`config.mk`:
```
export PLATFORM = sky130hd
export DESIGN_NAME = rgb_fp_prep
export DESIGN_NICKNAME = d
export VERILOG_FILES = /design/src/rtl/rgb_fp_prep_pkg.sv /design/src/rtl/rgb_fp_prep_to_fp32.sv /design/src/rtl/rgb_fp_prep.sv
export SDC_FILE = /design/constraint.sdc
export NUM_CORES = 1
export LEC_CHECK = 0
export ABC_AREA = 1
export BUFFER_PORTS_ARGS = -buffer_cell sky130_fd_sc_hd__buf_4
export CAP_MARGIN = 15
export CORE_MARGIN = 2
export CORE_UTILIZATION = 58
export DETAILED_ROUTE_END_ITERATION = 8
export HOLD_SLACK_MARGIN = 0.05
export PLACE_DENSITY = 0.87
export SYNTH_ARGS = -nofsm -noshare
export SYNTH_HDL_FRONTEND = slang
export SYNTH_SLANG_ARGS = --single-unit
```
`constraint.sdc`:
```
create_clock -name clk -period 8.1 [get_ports clk]
set_input_delay 0.405 -clock clk [delete_from_list [all_inputs] [get_ports clk]]
set_output_delay 0.405 -clock clk [all_outputs]
set_load 0.01 [all_outputs]
```
`src/rtl/rgb_fp_prep_pkg.sv`:
```
// Shared constants for the RGB->HSV FP front end: FP32 field layout,
// cmax_sel encodings and the slot order of the six converted values.
package rgb_fp_prep_pkg;

    localparam logic [31:0] FP32_ZERO = 32'h0000_0000;
    localparam int          FP32_BIAS = 127;
    localparam int          EXP_W     = 8;
    localparam int          MAN_W     = 23;

    // Which channel supplied Cmax; tie priority is R > G > B.
    typedef enum logic [1:0] {
        SEL_R = 2'd0,
        SEL_G = 2'd1,
        SEL_B = 2'd2
    } cmax_sel_e;

    // Slot order of the six values carried through the pipeline.
    localparam int NUM_VALS  = 6;
    localparam int IDX_R     = 0;
    localparam int IDX_G     = 1;
    localparam int IDX_B     = 2;
    localparam int IDX_CMAX  = 3;
    localparam int IDX_CMIN  = 4;
    localparam int IDX_DELTA = 5;

endpackage

```
`src/rtl/rgb_fp_prep_to_fp32.sv`:
```
// Combinational unsigned CH_W-bit integer -> IEEE-754 single conversion.
// CH_W <= 24 keeps every input exactly representable, so no rounding.
module rgb_fp_prep_to_fp32
    import rgb_fp_prep_pkg::*;
#(
    parameter int CH_W = 8
) (
    input  logic [CH_W-1:0] val,
    output logic [31:0]     fp
);

    logic [4:0]       msb;
    logic [23:0]      ext;
    logic [23:0]      shifted;
    logic [EXP_W-1:0] exp_f;

    // Priority encoder for the MSB, then left-justify the bits below it.
    always_comb begin
        msb = 5'd0;
        for (int i = 0; i < CH_W; i++) begin
            if (val[i]) msb = 5'(i);
        end
        ext     = 24'(val);
        shifted = ext << (5'd23 - msb);
        exp_f   = EXP_W'(FP32_BIAS) + EXP_W'(msb);
        if (val == '0) fp = FP32_ZERO;
        else           fp = {1'b0, exp_f, shifted[MAN_W-1:0]};
    end

endmodule

```
`src/rtl/rgb_fp_prep.sv`:
```
// Two-stage RGB pixel -> FP32 operand prep for the hue/saturation path.
// S1 captures the integer channels plus max/min/delta, S2 holds their FP32
// images. Backpressure ripples combinationally from out_ready to in_ready.
// Optional feature: define RGB_PREP_MAXSEL_EN to add the cmax_sel output.
module rgb_fp_prep
    import rgb_fp_prep_pkg::*;
#(
    parameter int CH_W = 8
) (
    input  logic            clk,
    input  logic            rst,
    input  logic            in_valid,
    output logic            in_ready,
    input  logic [CH_W-1:0] in_r,
    input  logic [CH_W-1:0] in_g,
    input  logic [CH_W-1:0] in_b,
    output logic            out_valid,
    input  logic            out_ready,
    output logic [31:0]     r_fp,
    output logic [31:0]     g_fp,
    output logic [31:0]     b_fp,
    output logic [31:0]     cmax_fp,
    output logic [31:0]     cmin_fp,
    output logic [31:0]     delta_fp
`ifdef RGB_PREP_MAXSEL_EN
    ,
    output logic [1:0]      cmax_sel
`endif
);

    logic s1_valid, s2_valid;
    logic adv1, adv2;

    logic [CH_W-1:0] mx, mn;
    logic [NUM_VALS-1:0][CH_W-1:0] s1_vals;
    logic [NUM_VALS-1:0][31:0]     fp_n;
    logic [NUM_VALS-1:0][31:0]     s2_fp;

    // A stage advances when its downstream slot is empty or being drained.
    assign adv2      = !s2_valid || out_ready;
    assign adv1      = !s1_valid || adv2;
    assign in_ready  = adv1;
    assign out_valid = s2_valid;

    // Max/min of the incoming pixel; max >= min, so delta cannot underflow.
    always_comb begin
        mx = in_r;
        mn = in_r;
        if (in_g > mx) mx = in_g;
        if (in_b > mx) mx = in_b;
        if (in_g < mn) mn = in_g;
        if (in_b < mn) mn = in_b;
    end

`ifdef RGB_PREP_MAXSEL_EN
    cmax_sel_e sel_n, s1_sel, s2_sel;

    // Channel that supplied Cmax, ties resolved R > G > B like the hue cases.
    always_comb begin
        if (in_r >= in_g && in_r >= in_b) sel_n = SEL_R;
        else if (in_g >= in_b)            sel_n = SEL_G;
        else                              sel_n = SEL_B;
    end

    // Channel select rides alongside the data through both stages.
    always_ff @(posedge clk) begin
        if (rst) begin
            s1_sel <= SEL_R;
            s2_sel <= SEL_R;
        end else begin
            if (adv1 && in_valid) s1_sel <= sel_n;
            if (adv2 && s1_valid) s2_sel <= s1_sel;
        end
    end

    assign cmax_sel = s2_sel;
`endif

    // S1: integer capture; data loads only when a real pixel is accepted.
    always_ff @(posedge clk) begin
        if (rst) begin
            s1_valid <= 1'b0;
            s1_vals  <= '0;
        end else begin
            if (adv1) s1_valid <= in_valid;
            if (adv1 && in_valid) begin
                s1_vals[IDX_R]     <= in_r;
                s1_vals[IDX_G]     <= in_g;
                s1_vals[IDX_B]     <= in_b;
                s1_vals[IDX_CMAX]  <= mx;
                s1_vals[IDX_CMIN]  <= mn;
                s1_vals[IDX_DELTA] <= mx - mn;
            end
        end
    end

    // One converter per carried value, feeding the S2 register.
    for (genvar i = 0; i < NUM_VALS; i++) begin : g_cvt
        rgb_fp_prep_to_fp32 #(.CH_W(CH_W)) u_to_fp32 (
            .val (s1_vals[i]),
            .fp  (fp_n[i])
        );
    end

    // S2: FP32 results; held while the consumer stalls.
    always_ff @(posedge clk) begin
        if (rst) begin
            s2_valid <= 1'b0;
            s2_fp    <= '0;
        end else begin
            if (adv2) s2_valid <= s1_valid;
            if (adv2 && s1_valid) s2_fp <= fp_n;
        end
    end

    assign r_fp     = s2_fp[IDX_R];
    assign g_fp     = s2_fp[IDX_G];
    assign b_fp     = s2_fp[IDX_B];
    assign cmax_fp  = s2_fp[IDX_CMAX];
    assign cmin_fp  = s2_fp[IDX_CMIN];
    assign delta_fp = s2_fp[IDX_DELTA];

endmodule

```
# Yosys cells after proc, flatten, opt, wreduce, memory -nomap -nowiden
# Cells that the tools add are included.
# W data, S select, Z words.
[classes]
add_sub_neg = 13
n_mul = 0
div_mod_pow = 0
n_lt_le_gt_ge = 4
eq_ne = 0
n_shift = 6
n_mux = 52
bitwise_logic = 0
n_reduce_logical = 12
[ops]
columns = ["cell", "n"]
rows = [
  ["$mux W31", 6],
  ["$shl A8 B5 Y23", 6],
  ["$mux W3", 24],
  ["$add A7 B3 Y8 const A", 6],
  ["$logic_not A8 Y1", 6],
  ["$mux W8", 4],
  ["$sub A5 B3 Y5 const A", 6],
  ["$mux W2", 12],
  ["$gt A8 B8 Y1", 2],
  ["$lt A8 B8 Y1", 2],
  ["$sub A8 B8 Y8", 1],
  ["$mux W1", 6],
  ["$logic_and A1 B1 Y1", 2],
  ["$logic_not A1 Y1", 2],
  ["$logic_or A1 B1 Y1", 2],
]
[word_totals]
register_bits = 242
latchBits = 0
mem_bits_rw = 0
romBits = 0
input_bits = 28
out_inout_bits = 194
wordCells = 101
mem_count = 0

# Logic depth before layout (Yosys ltp)
[depth]
word_depth = 10
ltp_mapped = 37
ltp_nobuf = 36

# By module
# From an unflattened synthesis, not the netlist that was laid out.
[unflattened]
hier_cells = 1821
hier_area_um2 = 12577.1
[modules_own_cells]
columns = ["mod", "instances", "cells_each", "area_each_um2"]
rows = [
  ["rgb_fp_prep", 1, 1269, 9506.6],
  ["rgb_fp_prep_to_fp32", 6, 92, 511.7],
]

# Worst setup path after synthesis
# No wires, ideal clock.
[synth_path]
path_kind = "input-to-reg"
startpoint = "input in_r[7]"
endpoint = "register s1_vals[47] (netlist name)"
setup_ns = 0.128
t_arrival_ns = 4.420
required_ns = 7.972
path_slack_ns = 3.551
path_stages = 29
cell_sequence = "inv_1 ha_1 nand2_2 nor2_4 nand2_1 nand2_2 buf_6 clkbuf_1 nor2_1 a21oi_1 inv_1 ha_1 nand2_1 nor2_1 a211oi_1 nand2_4 buf_2 o21ai_0 ha_1 nand3_1 nand2_1 a21oi_1 o21bai_1 nand2_1 nand2_1 a21oi_1 xnor2_1 xnor2_1 a21oi_1"
[synth_between]
elab_chain_len = 5
[synth_lines]
columns = ["element", "line", "source"]
rows = [
  ["start: declaration", "rgb_fp_prep.sv:14", "input logic [CH_W-1:0] in_r,"],
  ["$gt A8 B8 Y1 or $lt A8 B8 Y1 (tied branches)", "rgb_fp_prep.sv:49, rgb_fp_prep.sv:51", ""],
  ["$mux W8, on equally long branches", "rgb_fp_prep.sv:49, rgb_fp_prep.sv:51", ""],
  ["$gt A8 B8 Y1 or $lt A8 B8 Y1 (tied branches)", "rgb_fp_prep.sv:50, rgb_fp_prep.sv:52", ""],
  ["$mux W8, on equally long branches", "rgb_fp_prep.sv:50, rgb_fp_prep.sv:52", ""],
  ["$sub A8 B8 Y8 *", "rgb_fp_prep.sv:92", "s1_vals[IDX_DELTA] <= mx - mn;"],
  ["end signal: indexed assignment", "rgb_fp_prep.sv:90", "s1_vals[IDX_CMAX] <= mx;"],
  ["end signal: indexed assignment", "rgb_fp_prep.sv:91", "s1_vals[IDX_CMIN] <= mn;"],
  ["end signal: indexed assignment", "rgb_fp_prep.sv:92", ""],
  ["end: declaration", "rgb_fp_prep.sv:35", "logic [NUM_VALS-1:0][CH_W-1:0] s1_vals;"],
]
# Mark *: on every way between the ends. The rest lies on a longest branch, timed or not.
# A chain may end at the register's enable or synchronous reset.

# Final worst setup path
# Same ends and word-level chain as after synthesis.

==> metrics.txt <==
unrepaired setup endpoints after global routing false; CP required ~8.4 ns; Clock Skew between 0.009 and 0.01 ns; CTS sink count 128; Max FO, Critical Path 20; Sw Ratio between 30% and 40%; Final nets between 1000 and 1500; # diodes 0; max_cap viols 0; first-pass GRT wire length ~30 mm; Congestion Overflow GR 0; Min-Delay Path Class in2reg; crit path kind in2reg; Hold Violations, Final 0; Fmax between 0.2 and 0.25 GHz; Clock Power Share 37.3%; Core Rows 43; Final Max Slew Viols 0; Yosys reg bits 128; GRT Util Overall approximately a quarter; min Tclk post-route about 5.0 ns; Die Ht approximately 120 µm; max incr delay on CP ~0.44 ns; Post-Synthesis Cells between 1000 and 1500; status complete, no violations; Worst R2R End delta_fp[20]; Slowest cell on crit path o21ai_0; final worst path period share approximately three fifths; largest net degree at the start of global routing 95; drt first pass iters 5; Slew headroom around 31%; # IOs around 220; Worst-Margin Slew between 1 and 1.5 ns; routed length per instance ~13 µm; Startpoint Class primary input; Peak VDD IR 0.169 mV; most frequent cells in the layout 263 x nand2_1, 137 x a21oi_1, 133 x inv_1; Pint 1.49 mW; final setup TNS 0 ns; Area growth syn-to-layout 14.5%; Logic pwr share between 30 and 40%; Post-CTS Setup Inserts 0; R2R setup slack roughly 5.6 ns; final setup vio count 0; Main synth FF type dfxtp_1; Hold Path Depth 3; CP Capture Type flop; antenna-violating nets left 0; number of global-route vias before repair roughly 6400; Synth Cell Area 8040 µm²; Post-synth EDFFs 0; die area 14800 µm²; RD Place Congestion 0.960; Final Power between 2 and 2.5 mW; antenna violations before repair 0; IO buf count 119; synth warn 0; crit path DAT ~5.2 ns; syn avg cell area between 6 and 7 µm²; most frequent CP cell a21oi_1; sequential share of the synthesized area between 30% and 40%; Hold Crit Start in_r[6]; leakage about 4.5 nW; routed wire length 19.1 mm; maximum clock path buffer count 2; die width approximately 120 µm; Root Buffer clkbuf_16; CTS Buf Count 17; Sw Pwr 0.742 mW; synth unique cells 39; Pwr per Cell Area between 200 and 250 nW/µm²; proportion of layout cells with a drive suffix above 1 15.2%; most common cell after layout, fill and taps aside nand2_1; Core Region between 10000 and 15000 µm²; post-CTS sizing 0; Seq pwr share 32.6%; FFs w/ async S/R, synth 0%; Post-route DRC 0; hpwl dp 13.9 mm; worst skew pair latency about 0.42 ns; TritonCTS clock tree done; CTS Hold Bufs 0; Vias/cell between 5 and 6; H-tree depth 4; Starting Density between 50% and 60%; R2R Path Start out_valid; worst hold endpoint s1_vals[6]; DR vias around 7500; DRT iter0 DRCs ~630; clock-pin slew on the worst setup and hold paths 0.06 ns; worst-case reg-to-reg path depth 8
[kinds of logic after synthesis]
family / synth area share, %
XOR/XNOR: 0.654
adder cells (fa/ha/maj): 6.48
AO/OA/AOI/OAI: 20.7
flip-flops: 31.9
AND/OR/NAND/NOR: 21.1
other: 0.0467
buffers and inverters: 19.1
[critical path, delay by kind of cell]
kind / cells / cell delay (ns)
compound gates: 9 / 1.82
buf+inv: 4 / 0.40
simple gates: 11 / 1.33
xor+xnor: 2 / 0.29
fa+ha+maj: 3 / 0.96
[cells in the mapped netlist (all sizes together), types with 3 or more instances]
| master | n | area share (%) |
|---|---|---|
| buf | 119 | 11 |
| nor3 | 14 | 0.93 |
| clkbuf | 38 | 1.8 |
| xnor2 | 3 | 0.33 |
| nand3 | 31 | 2.2 |
| xor2 | 3 | 0.33 |
| or2 | 12 | 0.93 |
| dfxtp | 128 | 32 |
| nor2 | 62 | 3.1 |
| o211ai | 38 | 3.5 |
| nand2 | 278 | 14 |
| inv | 135 | 6.3 |
| o21ai | 116 | 7.3 |
| a21oi | 137 | 8.5 |
| a22oi | 6 | 0.56 |
| ha | 40 | 6.2 |
[worst max path at each step]
stage,start,end,slack (ns),depth (start not counted)
3_3_place_gp,in_r[7],s1_vals[47],2.97,25
5_1_grt,in_r[3],s1_vals[47],2.76,28
3_5_place_dp,in_r[7],s1_vals[47],2.82,29
4_1_cts,in_r[7],s1_vals[47],3.25,29
2_1_floorplan,in_r[7],s1_vals[47],3.55,29
6_report,in_r[7],s1_vals[47],3.14,29
[per-layer routing]
metal / vias to the layer above / global-route usage [%] / share of wire, %
met5: - / 0 / 0
met4: 0 / 9.05 / 1.7
met3: 31 / 5.10 / 7.0
met2: 296 / 39.7 / 45
met1: 3417 / 34.0 / 46
li1: 3787 / - / -
[power groups by stage]
stage / clock [mW] / combinational, mW / sequential, mW
floorplan: 0 / 0.507 / 0.744
global route: 0.865 / 0.760 / 0.734
CTS: 0.836 / 0.661 / 0.726
global placement: 0 / 0.637 / 0.737
finish: 0.831 / 0.669 / 0.727
detailed placement: 0 / 0.652 / 0.739
[sequential cells by signal, summed over array words and instances, names as in the netlist]
register and cells:
s1_valid 1, r_fp 13, out_valid 1, cmax_fp 13, s1_vals 48, cmin_fp 13
delta_fp 13, g_fp 13, b_fp 13
[stage by stage]
stage	instance area (µm²)	setup slack (ns)	std cells	hold slack, ns	util, %
2_1_floorplan	8420	3.55	1275	0.463	-
3_3_place_gp	8550	2.97	1422	0.453	62.3
3_5_place_dp	8550	2.82	1422	0.456	62.3
4_1_cts	9200	3.25	1454	0.283	67.0
5_1_grt	9200	2.76	1455	0.312	67.1
6_report	9200	3.14	1455	0.281	67.1
[cell type report]
cell class                      instances  area (µm²)
Multi-Input combinational cell        854        4320
Clock inverter                         10         183
Tap cell                              180         225
Timing Repair Buffer                  125         936
Inverter                              136         510
Sequential cell                       128        2560
Fill cell                            1226        4520
Clock buffer                           22         464
(Power assumes the default switching activity.)
